`src/rtl/fft8_ahb_pkg.sv`:
```
// Shared types and bus encodings for the FFT8 AHB-Lite initiator.
package fft8_ahb_pkg;

  typedef enum logic [2:0] {
    ST_IDLE    = 3'd0,
    ST_W_ADDR  = 3'd1,
    ST_W_DATA  = 3'd2,
    ST_W_GAP   = 3'd3,
    ST_COMPUTE = 3'd4,
    ST_R_ADDR  = 3'd5,
    ST_R_DATA  = 3'd6,
    ST_R_GAP   = 3'd7
  } state_e;

  localparam logic [1:0] HTRANS_IDLE   = 2'b00;
  localparam logic [1:0] HTRANS_NONSEQ = 2'b10;
  localparam logic [2:0] HSIZE_WORD    = 3'b010;

  typedef struct packed {
    logic signed [15:0] re;
    logic signed [15:0] im;
  } cplx_t;

endpackage

```
`src/rtl/ahblite_interconnection.sv`:
```
// AHB-Lite single-master bus bundle with initiator and target views.
interface ahblite_interconnection;
  logic [31:0] haddr;
  logic [1:0]  htrans;
  logic        hwrite;
  logic [2:0]  hsize;
  logic [31:0] hwdata;
  logic [31:0] hrdata;
  logic        hready;
  logic        hresp;

  modport ahblite_master (
    output haddr, htrans, hwrite, hsize, hwdata,
    input  hrdata, hready, hresp
  );

  modport ahblite_slave (
    input  haddr, htrans, hwrite, hsize, hwdata,
    output hrdata, hready, hresp
  );
endinterface

```
`src/rtl/fft8_sample_buf.sv`:
```
// 8-entry complex sample store: one write port, one combinational read port.
module fft8_sample_buf
  import fft8_ahb_pkg::*;
(
  input  logic        clk_i,
  input  logic        rst_ni,
  input  logic        we_i,
  input  logic [2:0]  widx_i,
  input  logic [31:0] wdata_i,
  input  logic [2:0]  ridx_i,
  output logic [31:0] rdata_o
);

  cplx_t mem_q [8];

  always_ff @(posedge clk_i or negedge rst_ni) begin
    if (!rst_ni) begin
      for (int i = 0; i < 8; i++) mem_q[i] <= '0;
    end else if (we_i) begin
      mem_q[widx_i] <= wdata_i;
    end
  end

  assign rdata_o = mem_q[ridx_i];

endmodule

```
`src/rtl/fft8_ahb_master.sv`:
```
// AHB-Lite initiator: writes 8 samples to the FFT8 peripheral, waits, reads 8 results back.
module fft8_ahb_master
  import fft8_ahb_pkg::*;
#(
  parameter logic [31:0] BASE_ADDR      = 32'h5000_0000,
  parameter int unsigned WAIT_CYCLES    = 16,
  parameter int unsigned TIMEOUT_CYCLES = 64
) (
  input  logic        pclk,
  input  logic        preset,
  ahblite_interconnection.ahblite_master master0,
  input  logic        start,
  output logic        busy,
  output logic        done,
  output logic        err,
  input  logic        load_we,
  input  logic [2:0]  load_idx,
  input  logic [31:0] load_data,
  output logic        res_valid,
  output logic [2:0]  res_idx,
  output logic [31:0] res_data
);

  state_e      state_q, state_d;
  logic [2:0]  idx_q, idx_d;
  logic [31:0] cnt_q, cnt_d;
  logic [31:0] hwdata_q, hwdata_d;
  logic [31:0] res_data_q, res_data_d;
  logic [2:0]  res_idx_q, res_idx_d;
  logic        res_valid_q, res_valid_d;
  logic        done_q, done_d;
  logic        err_q, err_d;
  logic [31:0] buf_rdata;

  // Loads are locked out for the whole run so the samples cannot change mid-transfer.
  fft8_sample_buf u_buf (
    .clk_i   (pclk),
    .rst_ni  (preset),
    .we_i    (load_we && (state_q == ST_IDLE)),
    .widx_i  (load_idx),
    .wdata_i (load_data),
    .ridx_i  (idx_q),
    .rdata_o (buf_rdata)
  );

  always_comb begin
    state_d     = state_q;
    idx_d       = idx_q;
    cnt_d       = cnt_q;
    hwdata_d    = hwdata_q;
    res_data_d  = res_data_q;
    res_idx_d   = res_idx_q;
    res_valid_d = 1'b0;
    done_d      = 1'b0;
    err_d       = 1'b0;
    unique case (state_q)
      ST_IDLE: begin
        if (start) begin
          state_d = ST_W_ADDR;
          idx_d   = 3'd0;
        end
      end
      ST_W_ADDR: begin
        hwdata_d = buf_rdata;
        cnt_d    = '0;
        state_d  = ST_W_DATA;
      end
      ST_R_ADDR: begin
        cnt_d   = '0;
        state_d = ST_R_DATA;
      end
      ST_W_DATA, ST_R_DATA: begin
        if (master0.hready) begin
          if (master0.hresp) begin
            err_d   = 1'b1;
            state_d = ST_IDLE;
          end else if (state_q == ST_W_DATA) begin
            state_d = ST_W_GAP;
          end else begin
            state_d     = ST_R_GAP;
            res_valid_d = 1'b1;
            res_idx_d   = idx_q;
            res_data_d  = master0.hrdata;
          end
        end else if (cnt_q == TIMEOUT_CYCLES - 1) begin
          err_d   = 1'b1;
          state_d = ST_IDLE;
        end else begin
          cnt_d = cnt_q + 32'd1;
        end
      end
      ST_W_GAP: begin
        if (idx_q == 3'd7) begin
          idx_d   = 3'd0;
          cnt_d   = '0;
          state_d = (WAIT_CYCLES == 0) ? ST_R_ADDR : ST_COMPUTE;
        end else begin
          idx_d   = idx_q + 3'd1;
          state_d = ST_W_ADDR;
        end
      end
      ST_COMPUTE: begin
        if (cnt_q == WAIT_CYCLES - 1) state_d = ST_R_ADDR;
        else                          cnt_d   = cnt_q + 32'd1;
      end
      ST_R_GAP: begin
        if (idx_q == 3'd7) begin
          idx_d   = 3'd0;
          done_d  = 1'b1;
          state_d = ST_IDLE;
        end else begin
          idx_d   = idx_q + 3'd1;
          state_d = ST_R_ADDR;
        end
      end
      default: state_d = ST_IDLE;
    endcase
  end

  always_ff @(posedge pclk or negedge preset) begin
    if (!preset) begin
      state_q     <= ST_IDLE;
      idx_q       <= '0;
      cnt_q       <= '0;
      hwdata_q    <= '0;
      res_data_q  <= '0;
      res_idx_q   <= '0;
      res_valid_q <= 1'b0;
      done_q      <= 1'b0;
      err_q       <= 1'b0;
    end else begin
      state_q     <= state_d;
      idx_q       <= idx_d;
      cnt_q       <= cnt_d;
      hwdata_q    <= hwdata_d;
      res_data_q  <= res_data_d;
      res_idx_q   <= res_idx_d;
      res_valid_q <= res_valid_d;
      done_q      <= done_d;
      err_q       <= err_d;
    end
  end

  // Address phase is a pure decode of the state so it lasts exactly one cycle.
  always_comb begin
    master0.htrans = HTRANS_IDLE;
    master0.haddr  = '0;
    master0.hwrite = 1'b0;
    if (state_q == ST_W_ADDR || state_q == ST_R_ADDR) begin
      master0.htrans = HTRANS_NONSEQ;
      master0.haddr  = BASE_ADDR + {27'd0, idx_q, 2'b00};
      master0.hwrite = (state_q == ST_W_ADDR);
    end
  end

  assign master0.hsize  = HSIZE_WORD;
  assign master0.hwdata = hwdata_q;
  assign busy           = (state_q != ST_IDLE);
  assign done           = done_q;
  assign err            = err_q;
  assign res_valid      = res_valid_q;
  assign res_idx        = res_idx_q;
  assign res_data       = res_data_q;

endmodule

```
`src/flat_wrapper.sv`:
```
// flat-port wrapper written by rule: the top's interface ports become plain ports
module fft8_ahb_master_flat import fft8_ahb_pkg::*;
#(
  parameter logic [31:0] BASE_ADDR      = 32'h5000_0000,
  parameter int unsigned WAIT_CYCLES    = 16,
  parameter int unsigned TIMEOUT_CYCLES = 64
)
  (pclk, preset, start, busy, done, err, load_we, load_idx, load_data, res_valid, res_idx, res_data, master0_haddr, master0_htrans, master0_hwrite, master0_hsize, master0_hwdata, master0_hrdata, master0_hready, master0_hresp);
  ahblite_interconnection master0_i ();
  input  logic pclk;
  input  logic preset;
  input  logic start;
  output logic busy;
  output logic done;
  output logic err;
  input  logic load_we;
  input  logic [2:0] load_idx;
  input  logic [31:0] load_data;
  output logic res_valid;
  output logic [2:0] res_idx;
  output logic [31:0] res_data;
  output wire logic [$bits(master0_i.haddr)-1:0] master0_haddr;
  output wire logic [$bits(master0_i.htrans)-1:0] master0_htrans;
  output wire logic [$bits(master0_i.hwrite)-1:0] master0_hwrite;
  output wire logic [$bits(master0_i.hsize)-1:0] master0_hsize;
  output wire logic [$bits(master0_i.hwdata)-1:0] master0_hwdata;
  input wire logic [$bits(master0_i.hrdata)-1:0] master0_hrdata;
  input wire logic [$bits(master0_i.hready)-1:0] master0_hready;
  input wire logic [$bits(master0_i.hresp)-1:0] master0_hresp;
  assign master0_haddr = master0_i.haddr;
  assign master0_htrans = master0_i.htrans;
  assign master0_hwrite = master0_i.hwrite;
  assign master0_hsize = master0_i.hsize;
  assign master0_hwdata = master0_i.hwdata;
  assign master0_i.hrdata = master0_hrdata;
  assign master0_i.hready = master0_hready;
  assign master0_i.hresp = master0_hresp;
  fft8_ahb_master #(.BASE_ADDR(BASE_ADDR), .WAIT_CYCLES(WAIT_CYCLES), .TIMEOUT_CYCLES(TIMEOUT_CYCLES)) u_core (.pclk(pclk), .preset(preset), .master0(master0_i), .start(start), .busy(busy), .done(done), .err(err), .load_we(load_we), .load_idx(load_idx), .load_data(load_data), .res_valid(res_valid), .res_idx(res_idx), .res_data(res_data));
endmodule
```
`config.mk`:
```
export PLATFORM = sky130hd
export DESIGN_NAME = fft8_ahb_master_flat
export DESIGN_NICKNAME = d
export VERILOG_FILES = /design/src/rtl/fft8_ahb_pkg.sv /design/src/rtl/ahblite_interconnection.sv /design/src/rtl/fft8_sample_buf.sv /design/src/rtl/fft8_ahb_master.sv /design/src/flat_wrapper.sv
export SDC_FILE = /design/constraint.sdc
export NUM_CORES = 1
export LEC_CHECK = 0
export ABC_AREA = 1
export CAP_MARGIN = 20
export CELL_PAD_IN_SITES_DETAIL_PLACEMENT = 1
export CELL_PAD_IN_SITES_GLOBAL_PLACEMENT = 2
export CORE_MARGIN = 1
export CORE_UTILIZATION = 35
export CTS_BUF_LIST = sky130_fd_sc_hd__clkbuf_4
export DETAILED_ROUTE_END_ITERATION = 8
export PLACE_DENSITY_LB_ADDON = 0.05
export SLEW_MARGIN = 30
export SYNTH_ARGS = -nofsm -noshare
export SYNTH_HDL_FRONTEND = slang
export SYNTH_SLANG_ARGS = --single-unit
```
`constraint.sdc`:
```
create_clock -name pclk -period 2.2 [get_ports pclk]
set_input_delay 0.44 -clock pclk [delete_from_list [all_inputs] [get_ports pclk]]
set_output_delay 0.44 -clock pclk [all_outputs]
set_load 0.01 [all_outputs]
```
==> flow_metrics.py, run 1 <==
metrics = {
    "layout": {
        "nNetsFinal": 2464,
        "drive_gt1_share_pct": 11.1,
        "n_fill_cell": 6041,
        "final_core_util_pct": 43.1,
        "area_delta_synth_final_pct": 21.2,
    },
    "placed_design": {
        "port_buffers": 150,
        "gp_congestion": 0.805,
        "hpwl_um": 33300,
    },
    "sta": {
        "max_freq_mhz": 457,
        "period_minus_slack_ns": 2.19,
        "period_share_pct": 99.6,
        "rsz0062_at_grt": "true",
        "worstMarginPinSlew_ns": 0.620,
        "clock_skew_ns": 0.0324,
        "hold_violations": 0,
        "setup_viol": 0,
        "max-slew-margin-rel_pct": 58.7,
        "finalSetupTns_ns": 0,
        "report.final.slew_viol_count": 0,
    },
    "synth": {
        "synth-seq-area-share_pct": 52.3,
        "synth_cell_types": 29,
        "synth_seq_cells": 364,
        "avgSynthCellArea_sq_um": 7.86,
        "yosys_warnings": 0,
        "synth_cells": 2217,
        "synth_area_sq_mm": 0.0174,
    },
    "drt": {
        "drc": 0,
        "wire_per_inst_um": 17.3,
        "drtIter0Drc": 704,
        "num_vias": 15100,
        "ant_nets": 0,
        "drt_wl_total_um": 54100,
        "viasPerCell": 4.82,
        "firstDrtPassIters": 4,
    },
    "critical_path": {
        "r2r_end": "u_core.cnt_q[28]$_DFFE_PN0P_",
        "startpoint_type": "flop",
        "crit_end": "master0_hwrite",
        "worstRegToRegCells": 11,
        "worstSetupStartpoint": "u_core.state_q[1]$_DFFE_PN0P_",
        "required_ns": 1.76,
        "timing.rr.start": "u_core.cnt_q[0]$_DFFE_PN0P_",
        "path_common_cell": "nor2_4",
        "critical_path.cell_chain": "nor2_4, inv_4, nor2_4, buf_6",
        "cp.arrival_ns": 1.75,
        "slowest_delay_ns": 0.42,
        "worstSetupEndpointType": "output pin",
        "crit_fanout": 2,
        "reg2reg_setup_slack_ns": 0.22,
        "slowest_stage": "dfrtp_1",
        "critical_path_class": "flop to output pin",
    },
    "floorplanning": {
        "fp.dieArea_sq_mm": 0.0507,
        "coreArea_sq_mm": 0.0491,
        "fp.dieH_um": 225,
        "start_util_pct": 35.5,
        "boundaryPins": 182,
        "rows": 81,
        "fp.dieW_um": 225,
    },
    "clock_tree": {
        "clock-sinks": 364,
        "clock_path_buffers": 3,
        "htreeDepth": 3,
        "numCtsBuffers": 104,
        "root_buffer": "clkbuf_4",
        "clkSlewWorstSetupHoldPaths_ns": 0.07,
        "cts_tree": "yes",
        "insertion_delay_ns": 0.82,
    },
    "run_status": {
        "status": "finished, final reports clean",
    },
    "global_route": {
        "grtUsageTotal_pct": 22.0,
        "grt_pass1_vias": 15900,
        "antenna_found_initial": 2,
        "grt_max_degree": 132,
        "grt_pass1_wl_um": 87600,
        "grt_overflow": 0,
    },
    "pwr": {
        "peakVddDrop_v": 0.000555,
        "p_per_area_mw_per_mm2": 1290,
        "p_leak_nw": 10.2,
    },
    "flow_run": {
        "max_cap_violations": 0,
    },
    "worst_hold_path": {
        "hold_class": "input port to async pin",
    },
}
routing by layer:
metal | routed length, um | up-vias | global-route usage (%)
li1 | - | 7352 | -
met1 | 25400 | 7373 | 29.3
met2 | 25400 | 276 | 36.2
met3 | 2280 | 83 | 3.92
met4 | 983 | 2 | 7.13
met5 | 13 | - | 0
worst max-delay path, delay by kind of cell, from the launching register on:
kind | cells | cell delay [ns]
AND/OR/NAND/NOR | 2 | 0.34
buffers and inverters | 2 | 0.19
flip-flops | 1 | 0.42
synth_stat cells:
master / number / area, sq um
nor2_1: 62 / 233
nand4_1: 4 / 25.0
or2_2: 3 / 18.8
nor4_4: 8 / 170
o2111ai_1: 1 / 8.76
nor3_1: 9 / 45.0
dfrtp_1: 364 / 9110
inv_1: 291 / 1090
clkbuf_1: 106 / 398
clkinv_1: 1 / 3.75
xnor2_1: 9 / 78.8
nor4_1: 1 / 6.26
xor2_1: 9 / 78.8
buf_1: 3 / 11.3
buf_4: 34 / 255
a21oi_1: 131 / 656
conb_1: 2 / 7.51
nand3_1: 119 / 596
buf_2: 42 / 210
clkbuf_2: 4 / 20.0
inv_2: 3 / 11.3
o21ai_1: 43 / 215
nor2_2: 1 / 6.26
ha_1: 3 / 37.5
nand4_4: 1 / 21.3
o21ai_0: 383 / 1920
o21bai_1: 1 / 7.51
nand3b_1: 4 / 30.0
nand2_1: 575 / 2160
registers in the layout, indices dropped and copies added (netlist names):
register	count
u_core.u_buf.mem_q	256
u_core.cnt_q	32
u_core.master0.hwdata	32
u_core.res_data	32
u_core.idx_q	3
u_core.res_idx	3
u_core.state_q	3
u_core.done	1
u_core.err	1
u_core.res_valid	1
power by group:
group | internal, mW | switching, mW
Sequential | 9.67 | 1.20
Combinational | 3.71 | 6.38
Clock | 3.25 | 3.00
stage by stage:
step	cells	instance area, sq um	worst slack (ns)	total power, mW	hold WS (ns)
2_1_floorplan	2246	17500	0.386	16.9	0.144
3_3_place_gp	2935	19800	0.0441	21.0	0.341
6_report	3132	21100	0.00989	27.2	0.106
5_1_grt	3132	21100	-0.104	29.6	0.0557
4_1_cts	3130	21100	-0.151	27.8	0.00655
3_5_place_dp	2935	19800	-0.00237	21.4	0.343
cell type report:
class	instances	area [sq um]	area share, %
inverters	295	1120	5.30
repair buffers	225	2300	10.9
well taps	664	831	3.93
clock inverters	34	160	0.758
flip-flops and latches	364	9120	43.2
diodes	1	2.50	0.0118
multi-input cells	1398	6460	30.6
clock buffers	151	1130	5.37
worst min path at each step:
stage                     startpoint                        endpoint
after floorplan               preset     u_core.cnt_q[0]$_DFFE_PN0P_
after global placement        preset    u_core.cnt_q[25]$_DFFE_PN0P_
after detailed placement      preset    u_core.cnt_q[25]$_DFFE_PN0P_
after CTS                     preset  u_core.res_data[7]$_DFFE_PN0P_
after global routing          preset  u_core.res_data[1]$_DFFE_PN0P_
final                         preset  u_core.res_data[7]$_DFFE_PN0P_
cells by family after synthesis:
logic type | count (synthesis) | share of synthesized area [%]
AND/OR/NAND/NOR | 787 | 19.0
adder cells (fa/ha/maj) | 3 | 0.215
other | 2 | 0.0431
flip-flops | 364 | 52.3
buffers and inverters | 484 | 11.5
XOR/XNOR | 18 | 0.905
AO/OA/AOI/OAI | 559 | 16.1
repair_timing:
action,in CTS,in global routing
hold buffers,2,0
resized for setup,123,4
pin swaps,2,1
setup buffers,9,3
hold endpoints to repair,364,0
endpoints found under the setup margin,78,40
cloned,0,0
cell usage in the layout (no fill, tap or decap), drive strengths merged, types with 2 or more instances in the layout:
cell type / netlist / layout
clkdlybuf4s50: 0 / 71
ha: 3 / 3
clkinv: 1 / 32
xor2: 9 / 9
nand4: 5 / 5
buf: 79 / 82
nor3: 9 / 9
dlygate4sd2: 0 / 70
xnor2: 9 / 9
nor4: 9 / 9
nand3b: 4 / 4
a21oi: 131 / 131
nor2: 63 / 63
nand2: 575 / 575
o21ai: 426 / 426
dlygate4sd3: 0 / 2
or2: 3 / 3
clkbuf: 110 / 151
conb: 2 / 31
dfrtp: 364 / 364
inv: 294 / 296
nand3: 119 / 119
Power figures use the tool's default switching activity.
==> run 2: changes to the inputs <==
--- a/config.mk
+++ b/config.mk
@@ -9,7 +9,7 @@
 export CAP_MARGIN = 20
 export CELL_PAD_IN_SITES_DETAIL_PLACEMENT = 1
 export CELL_PAD_IN_SITES_GLOBAL_PLACEMENT = 2
-export CORE_MARGIN = 1
+export CORE_MARGIN = 2
 export CORE_UTILIZATION = 35
 export CTS_BUF_LIST = sky130_fd_sc_hd__clkbuf_4
 export DETAILED_ROUTE_END_ITERATION = 8
==> run 2 against run 1 <==
Effect of this change: the run now ends with negative setup slack left; die area up 1.8%; critical path depth up 1; final area about the same; highest routed layer unchanged; cell count fell by 0.29%; via count increased by 0.72%; maximum frequency fell by 3.4%; non-clock buffer count decreased by 4; flip-flop and latch count is the same; clock skew is 0.0080 ns higher; combinational power barely moved; largest cell class unchanged; global-route usage is 0.22 points higher.
==> flow_metrics.py, run 2 (synthesis gave the netlist of run 1 again) <==
metrics = {
    "placed_design": {
        "gp_congestion": 0.762,
        "hpwl_um": 33900,
        "postPlaceCellArea_sq_mm": 0.0198,
        "dp_cells": 2932,
        "port_buffers": 150,
        "dp_slack_ns": -0.0475,
    },
    "clock_tree": {
        "root_buffer": "clkbuf_4",
        "cts_tree": "yes",
        "numCtsBuffers": 104,
        "clkSlewWorstSetupHoldPaths_ns": 0.06,
        "insertion_delay_ns": 0.85,
        "clock-sinks": 364,
        "htreeDepth": 3,
        "clock_path_buffers": 3,
    },
    "pwr": {
        "p_per_area_mw_per_mm2": 1290,
        "peakVddDrop_v": 0.000721,
        "p_leak_nw": 10.1,
    },
    "critical_path": {
        "critical_path_class": "flop to output pin",
        "cp_num_buf_inv": 3,
        "required_ns": 1.76,
        "critical-path-top-delay-family": "flip-flops",
        "critical_path.cell_chain": "nor2_4, buf_6, inv_8, nor2_4, buf_6",
        "cp.arrival_ns": 1.83,
        "crit_fanout": 6,
        "startpoint_type": "flop",
        "worstSetupEndpointType": "output pin",
        "reg2reg_setup_slack_ns": 0.22,
        "slowest_delay_ns": 0.42,
        "slowest_stage": "dfrtp_2",
    },
    "floorplanning": {
        "fp.dieW_um": 227,
        "rows": 81,
        "start_util_pct": 35.5,
        "boundaryPins": 182,
        "fp.dieArea_sq_mm": 0.0516,
        "coreArea_sq_mm": 0.0491,
        "fp.dieH_um": 227,
    },
    "global_route": {
        "grt_pass1_wl_um": 89000,
        "grtUsageTotal_pct": 22.2,
        "antenna_found_initial": 4,
        "grt_overflow": 0,
        "grt_pass1_vias": 16000,
        "grt_max_degree": 93,
    },
    "sta": {
        "fin_ws_ns": -0.0664,
        "setup_viol": 5,
        "clock_skew_ns": 0.0404,
        "worstMarginPinSlew_ns": 0.702,
        "report.final.slew_viol_count": 0,
        "finalSetupTns_ns": -0.223,
        "hold_violations": 0,
        "rsz0062_at_grt": "true",
        "max_freq_mhz": 441,
        "max-slew-margin-rel_pct": 53.2,
        "period_share_pct": 103,
        "period_minus_slack_ns": 2.27,
    },
    "drt": {
        "route.met3.wl_um": 2170,
        "viasPerCell": 4.87,
        "wl_met2_um": 26500,
        "firstDrtPassIters": 4,
        "ant_nets": 0,
        "drt-met1-wl_um": 26100,
        "drt_wl_total_um": 55700,
        "num_vias": 15200,
        "drtIter0Drc": 686,
        "drc": 0,
        "top_layer": "met5",
        "wire_per_inst_um": 17.8,
    },
    "flow_run": {
        "max_cap_violations": 0,
    },
    "layout": {
        "seqCellArea_sq_mm": 0.00912,
        "final_core_util_pct": 43.1,
        "largest_register_ffs": 256,
        "layout_commonest_cell": "nand2_1",
        "multi_input_area_sq_mm": 0.00649,
        "nNetsFinal": 2460,
        "post-route-cell-area_sq_mm": 0.0211,
        "layout.cells.non_filler": 3123,
        "final_cell_mix": "nand2_1, o21ai_0, dfrtp_1, inv_1, clkbuf_4",
        "area_delta_synth_final_pct": 21.3,
        "n_fill_cell": 6069,
        "top_register": "u_core.u_buf.mem_q",
        "drive_gt1_share_pct": 10.8,
    },
    "run_status": {
        "status": "complete, but fails checks",
        "violations": "negative setup slack",
    },
    "worst_hold_path": {
        "hold_class": "input port to flop",
    },
}
[run 2: cell types whose count changed in the layout (fill, tap and decap cells not counted), sizes merged, moves of 2 or more]
| cell | previous run | this run |
|---|---|---|
| inv | 296 | 299 |
| clkinv | 32 | 23 |
| clkbuf | 151 | 149 |
| clkdlybuf4s15 | 0 | 2 |
| buf | 82 | 74 |
| diode | 1 | 4 |
[run 2: timing repair]
item / CTS / global route
hold buffers: 3 / 0
hold endpoints to repair: 364 / 0
endpoints found under the setup margin: 78 / 39
gates cloned: 0 / 1
resized for setup: 127 / 8
pin swaps: 2 / 5
setup buffers: 6 / 3
[run 2: final timing paths]
kind                                                             to  depth (start not counted)                             from
max in group asynchronous       u_core.u_buf.mem_q[254]$_DFFE_PN0P_                          4                           preset
worst max-delay path                               master0_haddr[3]                          5    u_core.state_q[1]$_DFFE_PN0P_
worst min register to register      u_core.res_data[26]$_DFFE_PN0P_                          2  u_core.res_data[26]$_DFFE_PN0P_
min in group asynchronous               u_core.cnt_q[4]$_DFFE_PN0P_                          3                           preset
worst min-delay path                u_core.res_data[21]$_DFFE_PN0P_                          3               master0_hrdata[21]
worst max register to register         u_core.cnt_q[23]$_DFFE_PN0P_                         12      u_core.cnt_q[0]$_DFFE_PN0P_
[run 2: cell type report]
| type | instances | share of cell area (%) |
|---|---|---|
| sequential | 364 | 43.1 |
| multi-input combinational | 1398 | 30.7 |
| timing repair buffer | 221 | 11.0 |
| inverter | 295 | 5.32 |
| clock buffer | 148 | 5.25 |
| tap | 664 | 3.93 |
| clock inverter | 29 | 0.657 |
| antenna | 4 | 0.0473 |
[run 2: layer usage]
| metal | vias up | GRT usage [%] |
|---|---|---|
| met5 | - | 0 |
| met4 | 2 | 6.20 |
| met3 | 86 | 4.50 |
| met2 | 253 | 37.3 |
| met1 | 7513 | 29.2 |
| li1 | 7341 | - |
[run 2: tightest hold or removal path, stage by stage]
cell             delay (ns)
clkdlybuf4s50_1        0.40
nand2_1                0.06
nand2_1                0.05
[run 2: report_power, final]
| group | internal, mW | switching [mW] |
|---|---|---|
| registers | 9.67 | 1.23 |
| clock network | 3.17 | 2.97 |
| logic | 3.77 | 6.49 |
| total | 16.6 | 10.7 |
[run 2: through the flow]
| stage | total power, mW | hold WS [ns] |
|---|---|---|
| finish | 27.3 | 0.154 |
| global route | 29.8 | 0.0855 |
| CTS | 27.7 | 0.0538 |
| detailed placement | 21.4 | 0.340 |
| global placement | 21.0 | 0.336 |
| floorplan | 16.9 | 0.144 |
==> run 3: changes to the inputs <==
--- a/config.mk
+++ b/config.mk
@@ -10,10 +10,11 @@
 export CELL_PAD_IN_SITES_DETAIL_PLACEMENT = 1
 export CELL_PAD_IN_SITES_GLOBAL_PLACEMENT = 2
 export CORE_MARGIN = 2
-export CORE_UTILIZATION = 35
-export CTS_BUF_LIST = sky130_fd_sc_hd__clkbuf_4
+export CORE_UTILIZATION = 34
+export CTS_BUF_LIST = sky130_fd_sc_hd__clkbuf_4 sky130_fd_sc_hd__clkbuf_8 sky130_fd_sc_hd__clkbuf_16
 export DETAILED_ROUTE_END_ITERATION = 8
 export PLACE_DENSITY_LB_ADDON = 0.05
+export REMOVE_ABC_BUFFERS = 1
 export SLEW_MARGIN = 30
 export SYNTH_ARGS = -nofsm -noshare
 export SYNTH_HDL_FRONTEND = slang
==> run 3 against run 2 <==
Effect of this change: the run now ends clean; worst hold slack improved by 0.24 ns; first-iteration DRC count increased by 24%; global-route usage decreased by 0.80 points; maximum frequency up 6.3%; critical endpoint is now master0_haddr[2]; largest cell class unchanged; largest power group unchanged; highest routed layer unchanged.
==> flow_metrics.py, run 3 (synthesis gave the netlist of run 1 again) <==
metrics = {
    "run_status": {
        "status": "finished, final reports clean",
    },
    "global_route": {
        "grt_pass1_wl_um": 90300,
        "antenna_found_initial": 2,
        "grt_pass1_vias": 15900,
        "grtUsageTotal_pct": 21.4,
        "grt_max_degree": 75,
        "grt_overflow": 0,
    },
    "drt": {
        "wire_per_inst_um": 18.3,
        "drtIter0Drc": 849,
        "viasPerCell": 4.88,
        "ant_nets": 0,
        "drc": 0,
        "num_vias": 14700,
        "firstDrtPassIters": 4,
        "drt_wl_total_um": 55200,
    },
    "placed_design": {
        "postPlaceCellArea_sq_mm": 0.0198,
        "gp_congestion": 0.790,
        "dp_cells": 2940,
        "hpwl_um": 33900,
        "port_buffers": 150,
        "dp_slack_ns": -0.0496,
    },
    "critical_path": {
        "path_common_cell": "buf_4",
        "slowest_stage": "dfrtp_1",
        "critical_path.cell_chain": "nor2_4, inv_4, buf_12, nor2_2, buf_4, buf_4",
        "worstSetupEndpointType": "output pin",
        "cp.arrival_ns": 1.69,
        "startpoint_type": "flop",
        "required_ns": 1.76,
        "critical-path-top-delay-family": "buffers and inverters",
        "crit_fanout": 16,
        "slowest_delay_ns": 0.41,
        "cp_num_buf_inv": 4,
        "critical_path_class": "flop to output pin",
    },
    "floorplanning": {
        "fp.dieW_um": 230,
        "rows": 82,
        "boundaryPins": 182,
        "fp.dieH_um": 230,
        "fp.dieArea_sq_mm": 0.0531,
        "start_util_pct": 34.6,
        "coreArea_sq_mm": 0.0504,
    },
    "clock_tree": {
        "insertion_delay_ns": 0.58,
        "htreeDepth": 2,
        "clkSlewWorstSetupHoldPaths_ns": 0.06,
        "clock_path_buffers": 3,
        "clock-sinks": 364,
        "cts_tree": "yes",
        "root_buffer": "clkbuf_16",
        "numCtsBuffers": 44,
    },
    "layout": {
        "drive_gt1_share_pct": 7.57,
        "final_core_util_pct": 42.3,
        "nNetsFinal": 2395,
        "layout.cells.non_filler": 3022,
        "layout_commonest_cell": "nand2_1",
        "seqCellArea_sq_mm": 0.00912,
        "multi_input_area_sq_mm": 0.00646,
        "top_register": "u_core.u_buf.mem_q",
        "largest_register_ffs": 256,
        "final_cell_mix": "nand2_1, o21ai_0, dfrtp_1, inv_1, clkdlybuf4s50_1",
        "post-route-cell-area_sq_mm": 0.0213,
        "area_delta_synth_final_pct": 22.3,
        "antenna_cells": 0,
        "n_fill_cell": 5991,
    },
    "sta": {
        "finalSetupTns_ns": 0,
        "clock_skew_ns": 0.0208,
        "max-slew-margin-rel_pct": 56.3,
        "worstMarginPinSlew_ns": 0.655,
        "fin_ws_ns": 0.0670,
        "max_freq_mhz": 469,
        "period_minus_slack_ns": 2.13,
        "hold_violations": 0,
        "setup_viol": 0,
        "report.final.slew_viol_count": 0,
        "period_share_pct": 97.0,
    },
    "worst_hold_path": {
        "hold_class": "input port to async pin",
    },
    "pwr": {
        "peakVddDrop_v": 0.000596,
        "p_leak_nw": 9.88,
        "p_per_area_mw_per_mm2": 1350,
    },
    "flow_run": {
        "max_cap_violations": 0,
    },
}
run 3: final cells by class:
cell class / instances / share of cell area (%)
clock inverter: 7 / 0.352
inverter: 295 / 5.22
tap: 672 / 3.95
clock buffer: 70 / 6.55
sequential: 364 / 42.8
timing repair buffer: 216 / 10.8
multi-input combinational: 1398 / 30.3
run 3: worst paths after layout:
path | start | end | slack (ns) | cells after the start
min in group pclk | master0_hrdata[5] | u_core.res_data[5]$_DFFE_PN0P_ | 0.43 | 3
setup reg to reg | u_core.cnt_q[0]$_DFFE_PN0P_ | u_core.cnt_q[28]$_DFFE_PN0P_ | 0.24 | 11
max in group asynchronous | preset | u_core.u_buf.mem_q[220]$_DFFE_PN0P_ | 1.05 | 3
setup / recovery | u_core.state_q[1]$_DFFE_PN0P_ | master0_haddr[2] | 0.07 | 6
hold / removal | preset | u_core.u_buf.mem_q[189]$_DFFE_PN0P_ | 0.39 | 2
hold reg to reg | u_core.res_data[12]$_DFFE_PN0P_ | u_core.res_data[12]$_DFFE_PN0P_ | 0.47 | 2
run 3: where the power goes:
group	internal [mW]	total (mW)	leakage (nW)	switching, mW
combinational	4.03	10.5	4.69	6.47
sequential	9.67	10.9	4.45	1.23
clock	4.45	7.38	0.744	2.93
run 3: stage by stage:
| step | hold WS (ns) | power [mW] |
|---|---|---|
| floorplan | 0.144 | 16.5 |
| global placement | 0.402 | 21.1 |
| detailed placement | 0.401 | 21.5 |
| CTS | 0.384 | 29.2 |
| global route | 0.415 | 31.1 |
| finish | 0.390 | 28.8 |
run 3: repair_timing:
item                                    CTS  global route
buffers inserted                          3             1
endpoints found under the hold margin    36             0
gates resized for setup                  34             3
hold buffers                              1             0
endpoints found under the setup margin    8            25
pin swaps                                 2             1
run 3: routing by layer:
layer	routed length (um)	global-route usage, %	share of wire, %
met5	13	0	0.024
met4	886	4.60	1.6
met3	1920	3.08	3.5
met2	25100	34.7	46
met1	27200	30.5	49
